## src/rtl/des_pkg.sv

```systemverilog
// Shared DES key-schedule constants: PC-1/PC-2 selections, per-round shift table, FSM states.
package des_pkg;

    localparam int unsigned CD_W = 28;

    // Table entries use DES numbering: entry value n selects DES bit n (1 = MSB).
    localparam int unsigned PC1 [56] = '{
        57, 49, 41, 33, 25, 17,  9,  1, 58, 50, 42, 34, 26, 18,
        10,  2, 59, 51, 43, 35, 27, 19, 11,  3, 60, 52, 44, 36,
        63, 55, 47, 39, 31, 23, 15,  7, 62, 54, 46, 38, 30, 22,
        14,  6, 61, 53, 45, 37, 29, 21, 13,  5, 28, 20, 12,  4
    };

    localparam int unsigned PC2 [48] = '{
        14, 17, 11, 24,  1,  5,  3, 28, 15,  6, 21, 10,
        23, 19, 12,  4, 26,  8, 16,  7, 27, 20, 13,  2,
        41, 52, 31, 37, 47, 55, 30, 40, 51, 45, 33, 48,
        44, 49, 39, 56, 34, 53, 46, 42, 50, 36, 29, 32
    };

    localparam logic [1:0] SHIFT [16] = '{
        2'd1, 2'd1, 2'd2, 2'd2, 2'd2, 2'd2, 2'd2, 2'd2,
        2'd1, 2'd2, 2'd2, 2'd2, 2'd2, 2'd2, 2'd2, 2'd1
    };

    typedef enum logic {
        IDLE = 1'b0,
        RUN  = 1'b1
    } state_e;

endpackage

```

## src/rtl/des_pc2.sv

```systemverilog
// Combinational PC-2 selection: 56-bit C||D (bit 55 = DES bit 1) to 48-bit round key.
module des_pc2
    import des_pkg::*;
(
    input  logic [2*CD_W-1:0] cd,
    output logic [47:0]       k
);

    always_comb begin
        k = '0;
        for (int unsigned i = 0; i < 48; i++) begin
            k[47-i] = cd[56-PC2[i]];
        end
    end

endmodule

```

## src/rtl/des_key_sched.sv

```systemverilog
// Iterative DES key schedule streaming K1..K16 over a valid/ready handshake.
// Optional decrypt ordering (K16..K1) is compiled in with `define DES_KEY_SCHED_DEC_EN.
module des_key_sched
    import des_pkg::*;
#(
    parameter int unsigned NR = 16
) (
    input  logic        clk,
    input  logic        rst_n,
    input  logic [63:0] key,
    input  logic        key_valid,
    output logic        key_ready,
    input  logic        dec,
    output logic [47:0] rk,
    output logic [3:0]  rk_idx,
    output logic        rk_valid,
    input  logic        rk_ready,
    output logic        rk_last
);

    localparam logic [3:0] LAST_IDX = 4'(NR - 1);

    state_e            state_q, state_d;
    logic [CD_W-1:0]   c_q, c_d, d_q, d_d;
    logic [3:0]        idx_q, idx_d;
    logic [47:0]       rk_q, pc2_out;
    logic              load_rk;
    logic [55:0]       pc1_out;
    logic [3:0]        idx_inc;

    function automatic logic [55:0] pc1(input logic [63:0] k);
        logic [55:0] r;
        r = '0;
        for (int unsigned i = 0; i < 56; i++) begin
            r[55-i] = k[64-PC1[i]];
        end
        return r;
    endfunction

    function automatic logic [CD_W-1:0] rotl(input logic [CD_W-1:0] x, input logic [1:0] n);
        return (n == 2'd2) ? {x[CD_W-3:0], x[CD_W-1:CD_W-2]} : {x[CD_W-2:0], x[CD_W-1]};
    endfunction

`ifdef DES_KEY_SCHED_DEC_EN
    logic dec_q, dec_d;

    function automatic logic [CD_W-1:0] rotr(input logic [CD_W-1:0] x, input logic [1:0] n);
        return (n == 2'd2) ? {x[1:0], x[CD_W-1:2]} : {x[0], x[CD_W-1:1]};
    endfunction
`else
    logic unused_dec;
    assign unused_dec = dec;
`endif

    assign pc1_out = pc1(key);
    assign idx_inc = idx_q + 4'd1;

    // State register
    always_ff @(posedge clk or negedge rst_n) begin
        if (!rst_n) begin
            state_q <= IDLE;
        end else begin
            state_q <= state_d;
        end
    end

    // Next-state logic
    always_comb begin
        state_d = state_q;
        unique case (state_q)
            IDLE: if (key_valid) state_d = RUN;
            RUN:  if (rk_ready && rk_last) state_d = IDLE;
            default: state_d = IDLE;
        endcase
    end

    // Output logic
    always_comb begin
        key_ready = (state_q == IDLE);
        rk_valid  = (state_q == RUN);
`ifdef DES_KEY_SCHED_DEC_EN
        rk_last   = (state_q == RUN) && (idx_q == (dec_q ? 4'd0 : LAST_IDX));
`else
        rk_last   = (state_q == RUN) && (idx_q == LAST_IDX);
`endif
    end

    // C/D datapath; rk is registered from PC-2 of the next C/D so it lines up with idx.
    always_comb begin
        c_d     = c_q;
        d_d     = d_q;
        idx_d   = idx_q;
        load_rk = 1'b0;
`ifdef DES_KEY_SCHED_DEC_EN
        dec_d   = dec_q;
`endif
        if (state_q == IDLE && key_valid) begin
            load_rk = 1'b1;
`ifdef DES_KEY_SCHED_DEC_EN
            dec_d   = dec;
            if (dec) begin
                c_d   = pc1_out[55:28];
                d_d   = pc1_out[27:0];
                idx_d = LAST_IDX;
            end else begin
                c_d   = rotl(pc1_out[55:28], SHIFT[0]);
                d_d   = rotl(pc1_out[27:0], SHIFT[0]);
                idx_d = '0;
            end
`else
            c_d   = rotl(pc1_out[55:28], SHIFT[0]);
            d_d   = rotl(pc1_out[27:0], SHIFT[0]);
            idx_d = '0;
`endif
        end else if (state_q == RUN && rk_ready && !rk_last) begin
            load_rk = 1'b1;
`ifdef DES_KEY_SCHED_DEC_EN
            if (dec_q) begin
                c_d   = rotr(c_q, SHIFT[idx_q]);
                d_d   = rotr(d_q, SHIFT[idx_q]);
                idx_d = idx_q - 4'd1;
            end else begin
                c_d   = rotl(c_q, SHIFT[idx_inc]);
                d_d   = rotl(d_q, SHIFT[idx_inc]);
                idx_d = idx_inc;
            end
`else
            c_d   = rotl(c_q, SHIFT[idx_inc]);
            d_d   = rotl(d_q, SHIFT[idx_inc]);
            idx_d = idx_inc;
`endif
        end
    end

    des_pc2 u_pc2 (
        .cd (({c_d, d_d})),
        .k  (pc2_out)
    );

    always_ff @(posedge clk or negedge rst_n) begin
        if (!rst_n) begin
            c_q   <= '0;
            d_q   <= '0;
            idx_q <= '0;
            rk_q  <= '0;
`ifdef DES_KEY_SCHED_DEC_EN
            dec_q <= 1'b0;
`endif
        end else begin
            c_q   <= c_d;
            d_q   <= d_d;
            idx_q <= idx_d;
            if (load_rk) rk_q <= pc2_out;
`ifdef DES_KEY_SCHED_DEC_EN
            dec_q <= dec_d;
`endif
        end
    end

    assign rk     = rk_q;
    assign rk_idx = idx_q;

endmodule

```

## config.mk

```make
export PLATFORM = sky130hd
export DESIGN_NAME = des_key_sched
export DESIGN_NICKNAME = d
export VERILOG_FILES = /design/src/rtl/des_pkg.sv /design/src/rtl/des_pc2.sv /design/src/rtl/des_key_sched.sv
export SDC_FILE = /design/constraint.sdc
export NUM_CORES = 1
export LEC_CHECK = 0
export ABC_AREA = 1
export CAP_MARGIN = 20
export CORE_AREA = 2 2 107 109
export CTS_CLUSTER_DIAMETER = 30
export DETAILED_ROUTE_END_ITERATION = 10
export DIE_AREA = 0 0 109 111
export HOLD_SLACK_MARGIN = 0.15
export PLACE_DENSITY_LB_ADDON = 0.25
export REMOVE_ABC_BUFFERS = 1
export SKIP_CTS_REPAIR_TIMING = 1
export SYNTH_ARGS = -nofsm -noshare
export SYNTH_HDL_FRONTEND = slang
export SYNTH_SLANG_ARGS = --single-unit
```

## constraint.sdc

```tcl
create_clock -name clk -period 4.4 [get_ports clk]
set_input_delay 0.66 -clock clk [delete_from_list [all_inputs] [get_ports clk]]
set_output_delay 0.66 -clock clk [all_outputs]
set_load 0.01 [all_outputs]
```

==> impl_metrics.tcl <==
set metrics [dict create \
    status "finished, final reports clean" \
    grt_start_max_net_pins 65 \
    totalWireLength_mm 13.23 \
    io_pins 124 \
    final_core_util 0.6582 \
    switchingPower_mw 2.328 \
    worst_pin_slew_ns 0.9586 \
    rows 39 \
    worstSkewPairLatency_ns 0.35 \
    seqPwrFrac 0.328 \
    hold_viol_final 0 \
    layout_common_cells "nand2_1, clkdlybuf4s50_1, dfrtp_1" \
    skew_ns 0.005867 \
    slew_headroom 0.3600 \
    die_h_um 111 \
    grt_pass1_vias 4893 \
    syn_inst 820 \
    clock.fmax_mhz 355.5 \
    yosys.area.top_type_share 0.4645 \
    post-route-drc-count 0 \
    drt_iter0_markers 251 \
    design_power_total_mw 5.446 \
    rsz0062_at_grt "no" \
    final_common_cell "nand2_1" \
    antenna_left 0 \
    path_class "reg2reg" \
    slowest_delay_ns 0.49 \
    numCtsBuffers 9 \
    yosys-top-cells-area "dfrtp_1, nand2_1, nand3_1, inv_1, nand2_2" \
    setup_violations 0 \
    hpwlAfterDp_mm 8.025 \
    switching_share 0.4274 \
    place.gp.congestion 0.7791 \
    via_count 5137 \
    clk_pin_slew_ns 0.07 \
    ys_seq_area_frac 0.4645 \
    fin_nets 983 \
    instances_no_fill 1058 \
    antenna_found_initial 0 \
    crit_chain "ha_1 -> inv_1 -> nand2_1 -> nand2_1 -> nand2_1 -> nand2_2 -> buf_4 -> nand2_2 -> buf_12 -> nand2_1 -> nand3_1 -> nand2_1 -> nand2_1 -> nand2_1" \
    drt_first_pass_iters 5 \
    setup_tns_ns 0 \
    pwr-share-comb 0.519 \
    ys_warn_count 0 \
    area_growth_pct 24.16 \
    dp_cells 1041 \
    cpMaxStageDelayCell "dfrtp_1" \
    p_leak_nw 3.932 \
    wire_per_inst_um 12.50 \
    grt_util_all_layers 0.2330 \
    final_max_slew_viol_count 0 \
    intPower_mw 3.119 \
    path_common_cell "nand2_1" \
    synth-seq-cells 109 \
    fin_crit_sh 0.6393 \
    cts_htree_levels 3 \
    diodes 0 \
    yosysTopAreaCell "dfrtp_1" \
    postLayoutCellArea_mm2 0.007291 \
    required_ns 4.69 \
    initial_core_util 0.5301 \
    root_buffer "clkbuf_16" \
    crit_family "simple AND/OR/NAND/NOR gates" \
    grt_pass1_wl_mm 22.66 \
    path_max_fanout 49 \
    cts_tree "built" \
    core_area_mm2 0.01108 \
    crit_arrival_ns 3.10 \
    maxCapViolCount 0 \
    clk_path_buf_depth 2 \
    critPathLaunchType "flip-flop" \
    dpl-instance-area_mm2 0.006967 \
    drive_gt1_frac 0.08852 \
    clkPwrFrac 0.153 \
    portBuffers 114 \
    synth_area_mm2 0.005872 \
    cellPowerDensity_mw_per_mm2 747.0 \
    die_w_um 109 \
    critPathBufInv 3 \
    hold_class "in2async" \
    die_area_mm2 0.01210 \
    irDropWorstVdd_v 0.0005007 \
    end_kind "flip-flop" \
    synthDistinctLibCells 22 \
    cts_sinks 109 \
    gr-total-overflow 0 \
    routed_via_density 4.855 \
    post-route-min-period_ns 2.813 \
    avgSynthCellArea_um2 7.161 \
]
[through the flow]
stage / hold WS [ns] / setup slack, ns
2_1_floorplan: 0.3644 / 1.298
3_3_place_gp: 0.4621 / 1.402
3_5_place_dp: 0.4641 / 1.359
4_1_cts: 0.4025 / 1.317
5_1_grt: 0.4453 / 1.263
6_report: 0.3618 / 1.587
[worst register-to-register path, stage by stage (launching register included)]
cell and delay (ns):
dfrtp_1 0.49, ha_1 0.29, inv_1 0.09, nand2_1 0.07, nand2_1 0.08, nand2_1 0.07, nand2_2 0.06, buf_4 0.44
nand2_2 0.42, buf_12 0.31, nand2_1 0.10, nand3_1 0.07, nand2_1 0.13, nand2_1 0.06, nand2_1 0.09
[sequential cells by signal, indices dropped and copies added (netlist names)]
name / count
rk_idx: 4
c_q: 28
d_q: 28
rk_valid: 1
rk: 48
[logic make-up after synthesis]
logic type               synth area share
AND/OR/NAND/NOR                    0.3897
buffers and inverters              0.1204
flip-flops                         0.4645
AO/OA/AOI/OAI                     0.01683
adder cells (fa/ha/maj)          0.008524
[power groups by stage]
stage	combinational [mW]	sequential (mW)	clock, mW
2_1_floorplan	1.75	1.85	0
3_3_place_gp	2.75	1.79	0
3_5_place_dp	2.80	1.80	0
4_1_cts	2.82	1.79	0.849
5_1_grt	3.25	1.85	0.889
6_report	2.83	1.79	0.833
[cell usage after synthesis, drive strengths merged]
library cell  number
inv              113
nand2            423
o211ai             9
nand3            106
buf               41
nand3b             1
ha                 4
nand4              2
dfrtp            109
clkbuf             3
nor2               3
o21ai              3
nor3               1
o22ai              2
[final timing paths]
path	startpoint	slack, ns	cells after the start	endpoint
max in group asynchronous	rst_n	3.15	2	rk[30]$_DFFE_PN0P_
worst max register to register	rk_idx[0]$_DFFE_PN0P_	1.59	14	rk[0]$_DFFE_PN0P_
worst min-delay path	rst_n	0.36	1	rk[16]$_DFFE_PN0P_
worst min register to register	rk[27]$_DFFE_PN0P_	0.48	2	rk[27]$_DFFE_PN0P_
worst max-delay path	rk_idx[0]$_DFFE_PN0P_	1.59	14	rk[0]$_DFFE_PN0P_
min in group clk	rk[27]$_DFFE_PN0P_	0.48	2	rk[27]$_DFFE_PN0P_
[cell type report]
class                           instances  area, µm²
Sequential cell                       109       2728
Fill cell                            1009       3786
Clock buffer                           13      260.3
Inverter                              113      424.2
Timing Repair Buffer                  123       1219
Clock inverter                          3      43.79
Multi-Input combinational cell        554       2437
Tap cell                              143      178.9
[per-layer routing]
layer  vias to the layer above  wire [µm]  global-route usage
li1                       2651          -                   -
met1                      2350       6134              0.3242
met2                       122       6285              0.3718
met3                        14        592             0.02763
met4                         0        214             0.08803
met5                         -          0                   0
Power figures use the tool's default switching activity.
==> patch 1: new RTL, same flow settings <==
Build with the macro `DES_KEY_SCHED_DEC_EN` defined.
--- a/src/rtl/des_key_sched.sv
+++ b/src/rtl/des_key_sched.sv
@@ -1,4 +1,6 @@
 // Iterative DES key schedule streaming K1..K16 over a valid/ready handshake.
 // Optional decrypt ordering (K16..K1) is compiled in with `define DES_KEY_SCHED_DEC_EN.
+`define DES_KEY_SCHED_DEC_EN
+
 module des_key_sched
     import des_pkg::*;
Behaviour: not the same (a bounded check fails within 4 cycles, from zero or initial values and one cycle with rst_n low).
==> patch 1 against the unedited design <==
- final cell count is 38% higher
- first-iteration DRC count rose to 4.5 times the old value
- clock skew shrank 0.00089 ns
- critical endpoint is now d_q[2]
- largest power group unchanged
- routed wire length is 70% higher
- worst setup slack lost 0.38 ns
- sequential cell count is 1 higher
- area after synthesis increased by 33%
- design area increased by 26%
- power rose by 56%
==> patch 1: results (changes against the unedited design) <==
Parameter                              Value

Timing
  Max transition margin    29.65% (-6.4 points)
  Worst Skew    0.004979 ns (-0.0008878 ns)

Pwr
  Cell leakage power    0.004745 µW (+21%)
  Clock distribution power    891 µW (+7.0%)
  Pwr per Cell Area    926.4 mW/mm² (+24%)
  Internal power consumption    4072 µW (+31%)
  Share of power burned in registers    22.5% (-10 points)
  Peak supply drop    0.0007425 V (+48%)

GRT
  Number of global-route vias before repair    8119 (+66%)
  Maximum number of pins on one net before global-route repair    97 (+49%)
  Global router's overall resource usage    38.31% (+15 points)
  Global-route wire length before repair    37370 µm (+65%)
  Met3 routing resource usage after global routing    8.642% (+5.9 points)
  Grt met1 use    51.06% (+19 points)
  Global-route met2 utilization    60.33% (+23 points)
  Number of antenna violations at the first check in global routing    0 (unchanged)

Finish
  Number of antenna diodes    0 (unchanged)
  Final Net Count    1393 (+42%)
  Layout cells sized above 1    3.558% (-5.3 points)
  Filler Cells Inserted    815 (-19%)
  Final design utilization    82.62% (+17 points)
  Largest register FFs    48 (unchanged)

Critical path
  Worst path max stage delay    0.63 ns (+0.14 ns)
  Gate family responsible for the most delay along the worst path    simple AND/OR/NAND/NOR gates
  Largest fanout on the critical path    37 (-24%)
  Crit-path slowest cell    sky130_fd_sc_hd__nand2_1
  Arrival time at the worst endpoint    3.44 ns (+0.34 ns)

Synth
  Fraction of registers with async set or reset after synthesis    100.0% (unchanged)
  Average footprint of a synthesized cell    6.178 µm² (-14%)
  Top area cells in the synthesized netlist    sky130_fd_sc_hd__dfrtp_1 35%, sky130_fd_sc_hd__nand2_1 21%, sky130_fd_sc_hd__nand3_1 10%
  Unique masters post-synth    28 (+27%)
  Number of warnings issued by yosys    0 (unchanged)
  Leading post-synthesis cells by instance count    428 x sky130_fd_sc_hd__nand2_1, 157 x sky130_fd_sc_hd__nand3_1, 144 x sky130_fd_sc_hd__a21oi_1
  Sequential fraction of the synthesis area    35.14% (-11 points)

Placed design
  HPWL after DPL    13330 µm (+66%)
  Placed standard-cell area    0.008835 mm² (+27%)
  Worst setup timing slack at the placement stage    1.258 ns (-0.1012 ns)
  Last weighted congestion value of the routability-driven placer    0.9597 (+23%)
  Port Buffer Count    115 (+0.88%)

Clock network
  CTS Buf Count    9 (unchanged)
  Worst skew pair latency    0.36 ns
  Clock root buffer    sky130_fd_sc_hd__clkbuf_16
  Clock transition at the registers of the reported paths    0.07 ns (about the same)
  Number of levels the H-tree was split into    3 (unchanged)
  Buffer depth of the longest clock path    2 (unchanged)

Route
  Sum of met2 wire segment lengths after detailed routing    10470 µm (+67%)
  Length of routed met3 wiring    2588 µm (+340%)
  Number of vias after detailed routing    8748 (+70%)
  WL per Instance    15.40 µm (+23%)
  Via-per-instance ratio    5.975 (+23%)
  Routed length on met1    8789 µm (+43%)
  Top Layer Used    met4
  Length of the first detailed-routing pass in iterations    6 (+1)
  Drt first-iter violations    1121 (+350%)

Run status
  Run status    finished clean

Min path
  Worst hold path type    input pin to async pin
## patch 1: kinds of logic after synthesis
logic type | share of synthesized area [%]
flip-flops | 35.14
AND/OR/NAND/NOR | 37.55
adder cells (fa/ha/maj) | 1.278
AO/OA/AOI/OAI | 15.29
XOR/XNOR | 0.2236
buffers and inverters | 10.53
## patch 1: final cells by class
type / instances / area share [%]
multi-input cells: 964 / 46.54
repair buffers: 132 / 13.89
clock buffers: 12 / 2.693
inverters: 99 / 4.061
clock inverters: 4 / 0.7657
well taps: 143 / 1.955
flip-flops and latches: 110 / 30.09
## patch 1: path summary, 6_finish.rpt
path                            startpoint  endpoint  slack [ns]  cells after the start
worst max register to register   rk_idx[0]    d_q[2]        1.20                     11
max in group asynchronous            rst_n    rk[16]        3.10                      2
worst max-delay path             rk_idx[0]    d_q[2]        1.20                     11
min in group clk                     rk[2]     rk[2]        0.48                      2
worst min-delay path                 rst_n    rk[39]        0.43                      1
worst min register to register       rk[2]     rk[2]        0.48                      2
==> patch 2: new RTL, same settings <==
Made on the original files. Add an input register stage for `key`, without a reset; this delays it by one clock. The other inputs are not delayed to match. Comments in the files are not updated.
--- a/src/rtl/des_key_sched.sv
+++ b/src/rtl/des_key_sched.sv
@@ -20,4 +20,10 @@
 
     localparam logic [3:0] LAST_IDX = 4'(NR - 1);
+
+    logic [63:0] key_q;
+
+    always_ff @(posedge clk) begin
+        key_q <= key;
+    end
 
     state_e            state_q, state_d;
@@ -53,5 +59,5 @@
 `endif
 
-    assign pc1_out = pc1(key);
+    assign pc1_out = pc1(key_q);
     assign idx_inc = idx_q + 4'd1;
 
Behaviour: not the same (a bounded check fails within 4 cycles, from zero or initial values and one cycle with rst_n low).
==> patch 2 against the unedited design <==
- count of clock-buffer cells in the layout increased by 10
- routed wire length is 19% higher
- die area is the same
- worst setup slack lost 0.31 ns
- sequential cell count rose by 56
- global-route usage rose by 4.4 points
- area after synthesis rose by 21%
- core utilization up 13 points
- clock skew up 0.0066 ns
- worst hold slack improved by 0.085 ns
- first-iteration DRC count rose by 58%
- design area grew 20%
- fmax shrank 10%
- power increased by 27%
- critical path type unchanged
- largest cell class unchanged
==> patch 2: results (changes against the unedited design) <==
Parameter                              Value

Pwr
  Cell leakage power    0.004317 µW (+9.8%)
  Internal power consumption    4149 µW (+33%)
  Clock distribution power    1490 µW (+79%)
  Gate power share    45.4% (-6.5 points)
  Peak supply drop    0.0005012 V (about the same)
  Pwr per Cell Area    788.0 mW/mm² (+5.5%)

Clock network
  Buffer depth of the longest clock path    2 (unchanged)
  Number of levels the H-tree was split into    4 (+1)
  CTS Buf Count    17 (+8)
  Worst skew pair latency    0.44 ns (+0.09 ns)

Critical path
  Crit-path slowest cell    sky130_fd_sc_hd__nand2_4
  Largest fanout on the critical path    64 (+31%)
  Arrival time at the worst endpoint    3.45 ns (+0.35 ns)
  Worst path max stage delay    0.82 ns (+0.33 ns)
  Crit. Startpoint    rk_idx[1]
  Termination of the worst setup path    rk[5]
  FF-to-FF path depth    11 (-3)
  Critical register-to-register path startpoint    rk_idx[1]

Synth
  Adder-cell share of the synthesized area    0.7060% (-0.15 points)
  Post-synthesis instance total    832 (+1.5%)
  Sequential fraction of the synthesis area    54.29% (+7.8 points)
  Fraction of registers with async set or reset after synthesis    66.06% (-34 points)
  Leading post-synthesis cells by instance count    300 x sky130_fd_sc_hd__nand2_1, 112 x sky130_fd_sc_hd__inv_1, 109 x sky130_fd_sc_hd__dfrtp_1
  Unique masters post-synth    26 (+18%)
  Top area cells in the synthesized netlist    sky130_fd_sc_hd__dfrtp_1 38%, sky130_fd_sc_hd__nand2_1 16%, sky130_fd_sc_hd__dfxtp_1 16%
  Complex-gate fraction of the synthesized area    4.906% (+3.2 points)

Route
  Via-per-instance ratio    5.281 (+8.8%)
  Total length of routed wires    15700 µm (+19%)
  Number of vias after detailed routing    5725 (+11%)
  Drt first-iter violations    397 (+58%)

Placed design
  Worst setup timing slack at the placement stage    1.303 ns (-0.05587 ns)
  Placed standard-cell area    0.008117 mm² (+17%)
  HPWL after DPL    9043 µm (+13%)
  Last weighted congestion value of the routability-driven placer    0.8111 (+4.1%)

GRT
  Number of global-route vias before repair    5631 (+15%)
  Global router's overall resource usage    27.71% (+4.4 points)
  Maximum number of pins on one net before global-route repair    70 (+7.7%)
  Global-route wire length before repair    26190 µm (+16%)

Timing
  Worst Skew    0.01248 ns (+0.006615 ns)
  Hold Worst Slack    0.4467 ns (+0.08487 ns)
  Slew at the pin closest to its max-slew limit    1.036 ns (+0.07745 ns)
  Shortest period the worst path allows    3.125 ns (+0.3126 ns)

Finish
  Filler Cells Inserted    720 (-29%)
  Largest register FFs    56 (+17%)
  Area occupied by registers    0.003849 mm² (+41%)
  Layout cells sized above 1    12.11% (+3.3 points)
  Final Net Count    1001 (+1.8%)

Min path
  Launch point of the worst hold path    key_q[14]
  Worst hold path type    flip-flop to flip-flop

Run status
  Run status    finished clean
[patch 2: changes by cell type in the layout (fill, tap and decap cells not counted), sizes merged, moves of 2 or more]
| cell | change |
|---|---|
| nand3 | +3 |
| dfxtp | +56 |
| buf | -3 |
| clkbuf | +10 |
| o21ai | +48 |
| nor2 | -3 |
| nand2 | -96 |
| inv | +4 |
| clkinvlp | +2 |
| clkinv | +4 |
[patch 2: per-layer routing]
| layer | wire length (µm) | global-route usage [%] | up-vias |
|---|---|---|---|
| met5 | 0 | 0 | - |
| met4 | 362 | 11.97 | 0 |
| met3 | 959 | 6.232 | 32 |
| met2 | 7711 | 44.68 | 207 |
| met1 | 6670 | 35.69 | 2734 |
| li1 | - | - | 2752 |
[patch 2: area by class of cell]
cell class / instances / share of cell area, %
flip-flops and latches: 165 / 43.91
multi-input cells: 505 / 28.27
repair buffers: 121 / 13.90
clock buffers: 23 / 5.682
inverters: 118 / 5.054
well taps: 143 / 2.041
clock inverters: 9 / 1.142
